`config.mk`:
```
export PLATFORM = sky130hd
export DESIGN_NAME = perf_counter_unit
export DESIGN_NICKNAME = d
export VERILOG_FILES = /design/src/rtl/perf_pkg.sv /design/src/rtl/perf_sat_counter.sv /design/src/rtl/perf_counter_unit.sv
export SDC_FILE = /design/constraint.sdc
export NUM_CORES = 1
export LEC_CHECK = 0
export BUFFER_PORTS_ARGS = -buffer_cell sky130_fd_sc_hd__clkbuf_2
export CAP_MARGIN = 5
export CORE_ASPECT_RATIO = 0.5
export CORE_UTILIZATION = 28
export CTS_BUF_LIST = sky130_fd_sc_hd__clkbuf_8
export DETAILED_ROUTE_END_ITERATION = 8
export HOLD_SLACK_MARGIN = 0.15
export PLACE_DENSITY_LB_ADDON = 0.2
export RECOVER_POWER = 25
export SKIP_LAST_GASP = 1
export SLEW_MARGIN = 20
export SYNTH_ARGS = -nofsm -noshare
export SYNTH_HDL_FRONTEND = slang
export SYNTH_HIERARCHICAL = 1
export SYNTH_SLANG_ARGS = --single-unit
```
`constraint.sdc`:
```
create_clock -name clk -period 10.1 [get_ports clk]
set_input_delay 0.505 -clock clk [delete_from_list [all_inputs] [get_ports clk]]
set_output_delay 0.505 -clock clk [all_outputs]
set_load 0.01 [all_outputs]
```
`src/rtl/perf_pkg.sv`:
```
// Shared definitions for the performance counter unit: counter indices and
// the run-control state encoding.
package perf_pkg;

    localparam int NUM_CNT = 16;
    // Counters 0..13 are plain event counters; 14 is the max tracker, 15 reserved.
    localparam int NUM_EV  = 14;

    typedef enum logic [3:0] {
        CNT_CYCLES      = 4'd0,
        CNT_INSTR       = 4'd1,
        CNT_UOP         = 4'd2,
        CNT_WASTED      = 4'd3,
        CNT_BRANCH      = 4'd4,
        CNT_TAKEN       = 4'd5,
        CNT_ISTALL_MISS = 4'd6,
        CNT_DSTALL_MISS = 4'd7,
        CNT_DSTALL_CYC  = 4'd8,
        CNT_LDR         = 4'd9,
        CNT_PCSRC       = 4'd10,
        CNT_PCWR        = 4'd11,
        CNT_FLUSHD      = 4'd12,
        CNT_FLUSHE      = 4'd13,
        CNT_MAX_DSTALL  = 4'd14,
        CNT_RSVD        = 4'd15
    } cnt_idx_e;

    typedef enum logic [1:0] {
        IDLE = 2'd0,
        RUN  = 2'd1,
        DONE = 2'd2
    } perf_state_e;

endpackage

```
`src/rtl/perf_sat_counter.sv`:
```
// Unsigned up-counter with synchronous clear that sticks at all-ones
// instead of wrapping.
module perf_sat_counter #(
    parameter int CNT_W = 32
) (
    input  logic             clk_i,
    input  logic             clr_i,
    input  logic             inc_i,
    output logic [CNT_W-1:0] cnt_o
);

    logic [CNT_W-1:0] cnt_q;

    always_ff @(posedge clk_i) begin
        if (clr_i) begin
            cnt_q <= '0;
        end else if (inc_i && (cnt_q != '1)) begin
            cnt_q <= cnt_q + CNT_W'(1);
        end
    end

    assign cnt_o = cnt_q;

endmodule

```
`src/rtl/perf_counter_unit.sv`:
```
// Performance monitor for the pipelined LEG core: counts pipeline events
// between start and the stop PC, with a registered select/read port.
module perf_counter_unit
    import perf_pkg::*;
#(
    parameter int          CNT_W   = 32,
    parameter logic [31:0] STOP_PC = 32'hb6eac824
) (
    input  logic             clk,
    input  logic             reset,
    input  logic             start,
    input  logic             clear,
    input  logic [31:0]      PCF,
    input  logic [31:0]      InstrE,
    input  logic             StallE,
    input  logic             StallD,
    input  logic             StalluOp,
    input  logic             FlushD,
    input  logic             FlushE,
    input  logic             ldrStallD,
    input  logic             PCSrcW,
    input  logic             PCWrPendingF,
    input  logic             BranchE,
    input  logic             BranchTakenE,
    input  logic             IStall,
    input  logic             DStall,
    input  logic             rd_en,
    input  logic [3:0]       rd_sel,
    output logic [CNT_W-1:0] rd_data,
    output logic             rd_valid,
    output logic             running,
    output logic             done,
    output logic [1:0]       dbg_state
);

    perf_state_e      state_q;
    logic             running_q;
    logic             done_q;
    logic [31:0]      prev_instr_q;
    logic             prev_istall_q;
    logic             prev_dstall_q;
    logic             prev_ldr_q;
    logic             prev_pcsrc_q;
    logic             prev_pcwr_q;
    logic [CNT_W-1:0] dstall_run_q;
    logic [CNT_W-1:0] max_dstall_q;
    logic [CNT_W-1:0] rd_data_q;
    logic             rd_valid_q;

    logic              in_run;
    logic              cnt_clr;
    logic              instr_ev;
    logic [NUM_EV-1:0] ev;
    logic [CNT_W-1:0]  run_inc;
    logic [CNT_W-1:0]  cnt [NUM_CNT];

    always_ff @(posedge clk) begin
        if (reset || clear) begin
            state_q   <= IDLE;
            running_q <= 1'b0;
            done_q    <= 1'b0;
        end else begin
            case (state_q)
                IDLE: begin
                    if (start) begin
                        state_q   <= RUN;
                        running_q <= 1'b1;
                    end
                end
                RUN: begin
                    if (PCF == STOP_PC) begin
                        state_q   <= DONE;
                        running_q <= 1'b0;
                        done_q    <= 1'b1;
                    end
                end
                DONE: begin
                    state_q <= DONE;
                end
                default: begin
                    state_q   <= IDLE;
                    running_q <= 1'b0;
                    done_q    <= 1'b0;
                end
            endcase
        end
    end

    // History for edge detection runs in every state, so a level already
    // high at start is not mistaken for a fresh event.
    always_ff @(posedge clk) begin
        if (reset) begin
            prev_instr_q  <= '0;
            prev_istall_q <= 1'b0;
            prev_dstall_q <= 1'b0;
            prev_ldr_q    <= 1'b0;
            prev_pcsrc_q  <= 1'b0;
            prev_pcwr_q   <= 1'b0;
        end else begin
            prev_instr_q  <= InstrE;
            prev_istall_q <= IStall;
            prev_dstall_q <= DStall;
            prev_ldr_q    <= ldrStallD;
            prev_pcsrc_q  <= PCSrcW;
            prev_pcwr_q   <= PCWrPendingF;
        end
    end

    assign in_run  = (state_q == RUN);
    assign cnt_clr = reset || clear;

    always_comb begin
        instr_ev             = (InstrE != prev_instr_q) && (InstrE != 32'd0);
        ev                   = '0;
        ev[CNT_CYCLES]       = 1'b1;
        ev[CNT_INSTR]        = instr_ev;
        ev[CNT_UOP]          = StallD && !StalluOp;
        ev[CNT_WASTED]       = (InstrE == 32'd0) || StallE;
        ev[CNT_BRANCH]       = instr_ev && BranchE;
        ev[CNT_TAKEN]        = instr_ev && BranchTakenE;
        ev[CNT_ISTALL_MISS]  = IStall && !prev_istall_q;
        ev[CNT_DSTALL_MISS]  = DStall && !prev_dstall_q;
        ev[CNT_DSTALL_CYC]   = DStall;
        ev[CNT_LDR]          = ldrStallD && !prev_ldr_q;
        ev[CNT_PCSRC]        = PCSrcW && !prev_pcsrc_q;
        ev[CNT_PCWR]         = PCWrPendingF && !prev_pcwr_q;
        ev[CNT_FLUSHD]       = FlushD;
        ev[CNT_FLUSHE]       = FlushE;
    end

    for (genvar i = 0; i < NUM_EV; i++) begin : g_cnt
        perf_sat_counter #(.CNT_W(CNT_W)) u_cnt (
            .clk_i (clk),
            .clr_i (cnt_clr),
            .inc_i (in_run && ev[i]),
            .cnt_o (cnt[i])
        );
    end

    // Length of the current DStall burst including this cycle, saturated.
    assign run_inc = (dstall_run_q == '1) ? dstall_run_q : dstall_run_q + CNT_W'(1);

    always_ff @(posedge clk) begin
        if (reset) begin
            dstall_run_q <= '0;
        end else begin
            dstall_run_q <= (in_run && DStall) ? run_inc : '0;
        end
    end

    always_ff @(posedge clk) begin
        if (cnt_clr) begin
            max_dstall_q <= '0;
        end else if (in_run && DStall && (run_inc > max_dstall_q)) begin
            max_dstall_q <= run_inc;
        end
    end

    assign cnt[CNT_MAX_DSTALL] = max_dstall_q;
    assign cnt[CNT_RSVD]       = '0;

    always_ff @(posedge clk) begin
        if (reset) begin
            rd_valid_q <= 1'b0;
            rd_data_q  <= '0;
        end else begin
            rd_valid_q <= rd_en;
            if (rd_en) begin
                rd_data_q <= cnt[rd_sel];
            end
        end
    end

    assign rd_data   = rd_data_q;
    assign rd_valid  = rd_valid_q;
    assign running   = running_q;
    assign done      = done_q;
    assign dbg_state = state_q;

endmodule
```
### Word-level counts from Yosys, hierarchy flattened

Index checks and enable logic that the tools add are counted.

| word-level totals | value |
|---|---|
| register bits after elaboration | 586 |
| input bits | 85 |
| word-level logic and storage cells | 134 |

| cells by class | value |
|---|---|
| add/subtract/negate cells | 15 |
| magnitude comparators | 2 |
| equal/unequal tests | 21 |
| multiplexer cells | 12 |
| bitwise operators | 4 |
| reduce and logical (&&, ||, !) cells | 53 |

Operators with widths:

| kind | count |
|---|---|
| 32-bit by 1-bit adder with 32-bit output, second input constant | 15 |
| 32-bit inequality test, second input constant | 14 |
| 32-bit binary-select mux with 4-bit select | 1 |
| 32-bit 2-to-1 mux | 3 |
| 32-bit equality test, second input constant | 2 |
| 1-bit logical AND | 37 |
| 32-bit > comparator | 1 |
| 32-bit logical NOT | 1 |
| 32-bit inequality test | 1 |
| 32-bit nonzero test | 1 |
| 1-bit logical NOT | 6 |
| 2-bit one-hot mux with 3 select lines | 1 |
| 5-bit greater-or-equal comparator, second input constant | 1 |
| 4-bit inverter with 5-bit output | 1 |
| 2-bit 2-to-1 mux | 2 |
| 2-bit inequality test, second input constant | 2 |
| 2-bit AND reduction | 2 |
| 2-bit OR reduction | 2 |
| 1-bit 2-to-1 mux | 3 |
| 1-bit inverter | 3 |
| 1-bit one-hot mux with 3 select lines | 1 |
| 3-bit AND reduction | 1 |
| 2-bit by 1-bit equality test with 1-bit output, second input constant | 1 |
| 2-bit equality test, second input constant | 1 |
| 3 further kinds | 4 |

### Logic depth before layout (Yosys ltp)

| depth | value |
|---|---|
| word-level depth | 5 |
| gate-level depth with buffers | 17 |
| depth with buffers taken out | 14 |

### Cells and area by module

The synthesis kept the hierarchy.

By module, submodules not included:

| module | times used | cells each | area each (µm²) | seq. area each (µm²) |
|---|---|---|---|---|
| perf_sat_counter | 14 | 199 | 1,674.1 | 640.6 |
| perf_counter_unit | 1 | 964 | 10,156.0 | 2,762.6 |

### Least setup slack after synthesis

OpenSTA, ideal clock, no wires.

| timing | value |
|---|---|
| path type | reg2reg |
| start point | register dstall_run_q[0] |
| end point | register max_dstall_q[19] |
| setup time | 0.137 ns |
| arrival time | 3.669 ns |
| data required time | 9.963 ns |
| setup slack | 6.294 ns |
| cell stages (with the launch flop) | 17 |
| path buffers | 3 |
| period minus slack after synthesis | 3.806 ns |
| cell sequence | dfxtp_1 ha_1 and3_1 nand3_1 nor4_4 buf_6 nor3_1 xor2_1 ha_1 nand4_1 nor4_1 nand3b_1 a31oi_1 a21oi_1 buf_2 clkbuf_1 a211oi_1 |

| between the ends | value |
|---|---|
| word-level cells in the longest chain between the ends | 4 |

RTL lines:

| element | line | text |
|---|---|---|
| from (decl) | perf_counter_unit.sv:45 | `logic [CNT_W-1:0] dstall_run_q;` |
| from (signal assigned) | perf_counter_unit.sv:147 | `dstall_run_q <= (in_run && DStall) ? run_inc : '0;` |
| 32-bit by 1-bit adder with 32-bit output or 32-bit equality test (tied branches) | perf_counter_unit.sv:141 | `assign run_inc = (dstall_run_q == '1) ? dstall_run_q : dstall_run_q + CNT_W'(1);` |
| 32-bit 2-to-1 mux (*) | perf_counter_unit.sv:141 |  |
| via run_inc[12] | perf_counter_unit.sv:54 | `logic [CNT_W-1:0] run_inc;` |
| 32-bit > comparator (*) | perf_counter_unit.sv:154 | `end else if (in_run && DStall && (run_inc > max_dstall_q)) begin` |
| 1-bit logical AND (*) | perf_counter_unit.sv:154 |  |
| to (signal assigned) | perf_counter_unit.sv:155 | `max_dstall_q <= run_inc;` |
| to (decl) | perf_counter_unit.sv:46 | `logic [CNT_W-1:0] max_dstall_q;` |

Mark *: on every way through the listed nets, which the timed path passes. The rest lies on a longest branch.
A chain may end at the register's enable or synchronous reset.

### Final worst setup path

| timing | value |
|---|---|
| start point | input reset |
| end point | register g_cnt[11].u_cnt.cnt_q[22] |

| between the ends | value |
|---|---|
| word-level cells in the longest chain between the ends | 1 |

RTL lines:

| element | line | text |
|---|---|---|
| from (decl) | perf_counter_unit.sv:10 | `input logic reset,` |
| 1-bit logical OR | perf_counter_unit.sv:110 | `assign cnt_clr = reset \|\| clear;` |
| to (signal assigned) | perf_sat_counter.sv:18 | `cnt_q <= cnt_q + CNT_W'(1);` |
| to (decl) | perf_sat_counter.sv:12 | `logic [CNT_W-1:0] cnt_q;` |

Every way passes these cells.

==> summary.txt <==
Synth
  – Ys Warns: 6
  – Post-synth top flop: dfxtp_1
  – Post-synthesis register bit count: 586
  – Top cells by area, synth: dfxtp_1, mux4_2, a21oi_1, o31ai_1, or4_1
  – Asr flop ratio synth: 0%
  – Cell type with the highest aggregate area in the netlist: dfxtp_1
  – EDFF count, synth: 0
  – Synthesized area: 33590 µm²
  – Post-synthesis net count: 3885
  – Synthesized area per cell: 8.958 µm²
  – Gate Count Post-Synth: 3750
  – Unique masters post-synth: 63
  – Synth top area share: 34.92%
  – Sequential fraction of the synthesis area: 34.92%

Floorplanning
  – Die X: 491.9 µm
  – FP Rows: 89
  – Total die area: 121500 µm²
  – Die height: 246.9 µm
  – Core Footprint: 118500 µm²
  – Initial Utilization: 28.35%
  – I/O Pins: 122

Critical path
  – CP Launch Type: input pin
  – Worst Path Max Fanout: 76
  – CP Capture Point: g_cnt[11].u_cnt/cnt_o[22]
  – Crit. Startpoint: reset
  – Worst Reg2Reg Path Length in Cells: 15
  – Setup crit end kind: flip-flop
  – Worst EP required: 10.76 ns
  – Reg2reg end: max_dstall_q[14]
  – R2r setup slk: 5.04 ns
  – R2r startpoint: dstall_run_q[0]
  – Critical path type: input pin to flip-flop
  – WP data arrival: 7.26 ns

Finish
  – Share of layout cells above drive strength 1: 13.44%
  – Design area: 37970 µm²
  – FF/Latch Area: 11730 µm²
  – NumNets Final: 3955
  – P&R area growth vs syn: 13.01%
  – Multi-input combinational cell area: 20810 µm²
  – Number of fill cells: 12300
  – Layout Cells excl Fill: 5488

Global routing
  – Initial antenna violation count: 6
  – GR peak layer: met2
  – Vias in the first global route: 27560
  – GRT Residual Overflow: 0
  – Met1 GRT Util: 27.22%
  – First-pass GRT wire length: 173.9 mm
  – Global-route met2 utilization: 28.03%
  – Total global-route track usage: 18.61%
  – GRT met3 Usage: 3.390%
  – Largest net degree at the start of global routing: 177

STA
  – Setup_tns: 0 ns
  – Final setup fails: 0
  – Tmin final: 6.598 ns
  – Worst Max-Slew Pin Slew: 3.416 ns
  – Max_slew headroom: -127.8%
  – Period utilisation layout: 65.32%
  – Slew Viols, Final: 218
  – RSZ-0062 raised after global routing: false
  – Fin Clk Skew: 0.04915 ns
  – Final hold viol count: 0
  – Max Fclk: 0.1516 GHz

Clocking
  – CTS Sinks: 586
  – Worst-case clock buffer depth: 3
  – Clk root buf: clkbuf_8
  – Clock slew at reported path FFs: 0.06 ns
  – Total CTS buffers: 99
  – Worst-Skew Late Latency: 0.81 ns
  – PostCTS Resize Cnt: 0
  – CTS tree: done
  – H-tree depth: 3

Run status
  – Status: complete, but fails checks
  – Failing checks: DRC, capacitance limit, slew limit

Placed design
  – Placed Area: 35660 µm²
  – HPWL after DPL: 85.28 mm
  – Gpl congestion: 0.8740
  – Number of port buffers: 121
  – Post-Place Cells: 5272

Power and ir drop
  – Peak VDD IR: 0.00008911 V
  – Cell Pwr Density: 124.9 nW/µm²
  – Leakage power: 0.01141 µW
  – Tot Pwr: 4742 µW

Detailed routing
  – Vias per cell: 5.569
  – Violation count after the first detailed-route iteration: 2516
  – Pre-antenna DRT Iters: 9
  – WL/cell: 21.09 µm
  – Via count: 30560
  – DRC: 29
  – Total wire length: 115.7 mm
  – Final ANT Viol Nets: 0

Flow run
  – Max-Cap Viols: 5

Min path
  – Hold Path Class: input pin to flip-flop
-- cell usage after synthesis, types with 31 or more instances --
master / number
o21ai_0: 153
a211oi_1: 40
xor2_1: 31
nor2_1: 283
clkbuf_1: 159
nor3_1: 37
nor2b_1: 91
xnor2_1: 123
mux4_2: 128
nand4_1: 171
a21oi_1: 326
nor4_1: 70
or3_1: 141
nand3_1: 197
nand2_1: 192
and4_1: 59
and3_1: 54
ha_1: 50
inv_1: 68
or4_1: 168
buf_2: 50
mux2i_1: 86
o31ai_1: 168
dfxtp_1: 586
-- how the worst min path moves through the flow --
| stage | cells after the start | start | end |
|---|---|---|---|
| floorplan | 2 | max_dstall_q[0] | max_dstall_q[0] |
| global placement | 2 | rd_data[29] | rd_data[29] |
| detailed placement | 2 | rd_data[29] | rd_data[29] |
| CTS | 2 | reset | rd_data[5] |
| global route | 2 | rd_en | rd_valid |
| finish | 2 | rd_en | rd_valid |
-- cells by family after synthesis --
kind of cell / Yosys count / share of synthesized area [%]
AND/OR/NAND/NOR: 1637 / 28.56
AO/OA/AOI/OAI: 788 / 15.00
flip-flops: 586 / 34.92
buffers and inverters: 291 / 3.482
multiplexers: 243 / 12.12
XOR/XNOR: 155 / 4.063
adder cells (fa/ha/maj): 50 / 1.862
-- sequential cells by signal, indices dropped and copies added (netlist names) --
name               count
prev_instr_q          32
g_cnt.u_cnt/cnt_o    448
rd_data               32
done                   1
prev_pcsrc_q           1
running                1
prev_istall_q          1
prev_pcwr_q            1
dstall_run_q          32
rd_valid               1
prev_dstall_q          1
max_dstall_q          32
prev_ldr_q             1
dbg_state              2
-- per-stage QoR --
step / worst slack, ns / hold slack, ns / util, %
after floorplan: 6.294 / 0.4482 / -
after global placement: 4.845 / 0.4785 / 30.09
after detailed placement: 5.124 / 0.4809 / 30.10
after CTS: 5.102 / 0.2017 / 32.06
after global routing: 3.090 / 0.2515 / 32.03
final: 3.502 / 0.2959 / 32.04
-- routing by layer --
metal  up-vias  wire, µm  share of wire (%)
met4         6      2206                1.9
met5         -        43              0.037
met1     14990     57110                 49
met3       148      7045                6.1
li1      14590         -                  -
met2       829     49320                 43
-- cell type report --
class                   instances  area share (%)
flip-flops and latches        586           30.90
multi-input cells            2873           54.81
inverters                      68          0.6723
clock inverters                51          0.7877
clock buffers                 120           4.350
repair buffers                192           3.193
well taps                    1592           5.247
diodes                          6         0.03955
-- worst max-delay path, cell delays in order --
cell and delay (ns):
clkbuf_1 1.89, or2_0 2.51, buf_4 0.89, buf_4 0.76, nand2b_1 0.20, a21oi_1 0.04, a31o_2 0.23
-- report_power, final --
part	internal (µW)	leakage, µW	switching [µW]
combinational	82.2	0.00554	133
sequential	2320	0.00473	7.24
clock	1120	0.00113	1080
total	3530	0.0114	1220
-- cells in the final DEF, fill, tap and decap left out, types with 15 or more instances in the layout --
cell | netlist | routed
clkbuf_1 | 159 | 41
a211oi_1 | 40 | 40
nor2b_1 | 91 | 90
ha_1 | 50 | 49
a21oi_1 | 326 | 324
xor2_1 | 31 | 31
and4_1 | 59 | 59
inv_1 | 68 | 103
nor4_1 | 70 | 56
mux4_2 | 128 | 128
and3_1 | 54 | 54
mux2_2 | 15 | 15
or3_4 | 15 | 15
dlygate4sd3_1 | 0 | 38
xnor2_1 | 123 | 123
dfxtp_1 | 586 | 586
nor4_2 | 17 | 30
clkbuf_2 | 0 | 81
nor3b_1 | 29 | 29
or2_2 | 16 | 15
mux2i_1 | 86 | 86
o21ai_0 | 153 | 153
a2111oi_0 | 28 | 28
nand2b_1 | 16 | 16
nor2_1 | 283 | 283
or4_1 | 168 | 168
clkbuf_8 | 0 | 120
o31ai_1 | 168 | 168
and2_1 | 18 | 18
and3_4 | 15 | 15
nand3_1 | 197 | 197
buf_4 | 0 | 28
nand4_1 | 171 | 171
or3_1 | 141 | 141
nor3_1 | 37 | 37
a31oi_1 | 18 | 18
nand2_1 | 192 | 192
-- what timing repair did --
item / CTS / global route
hold buffers: 38 / 0
setup buffers: 0 / 0
endpoints found under the hold margin: 40 / 0
No activity file was read; power rests on OpenSTA's default activity.
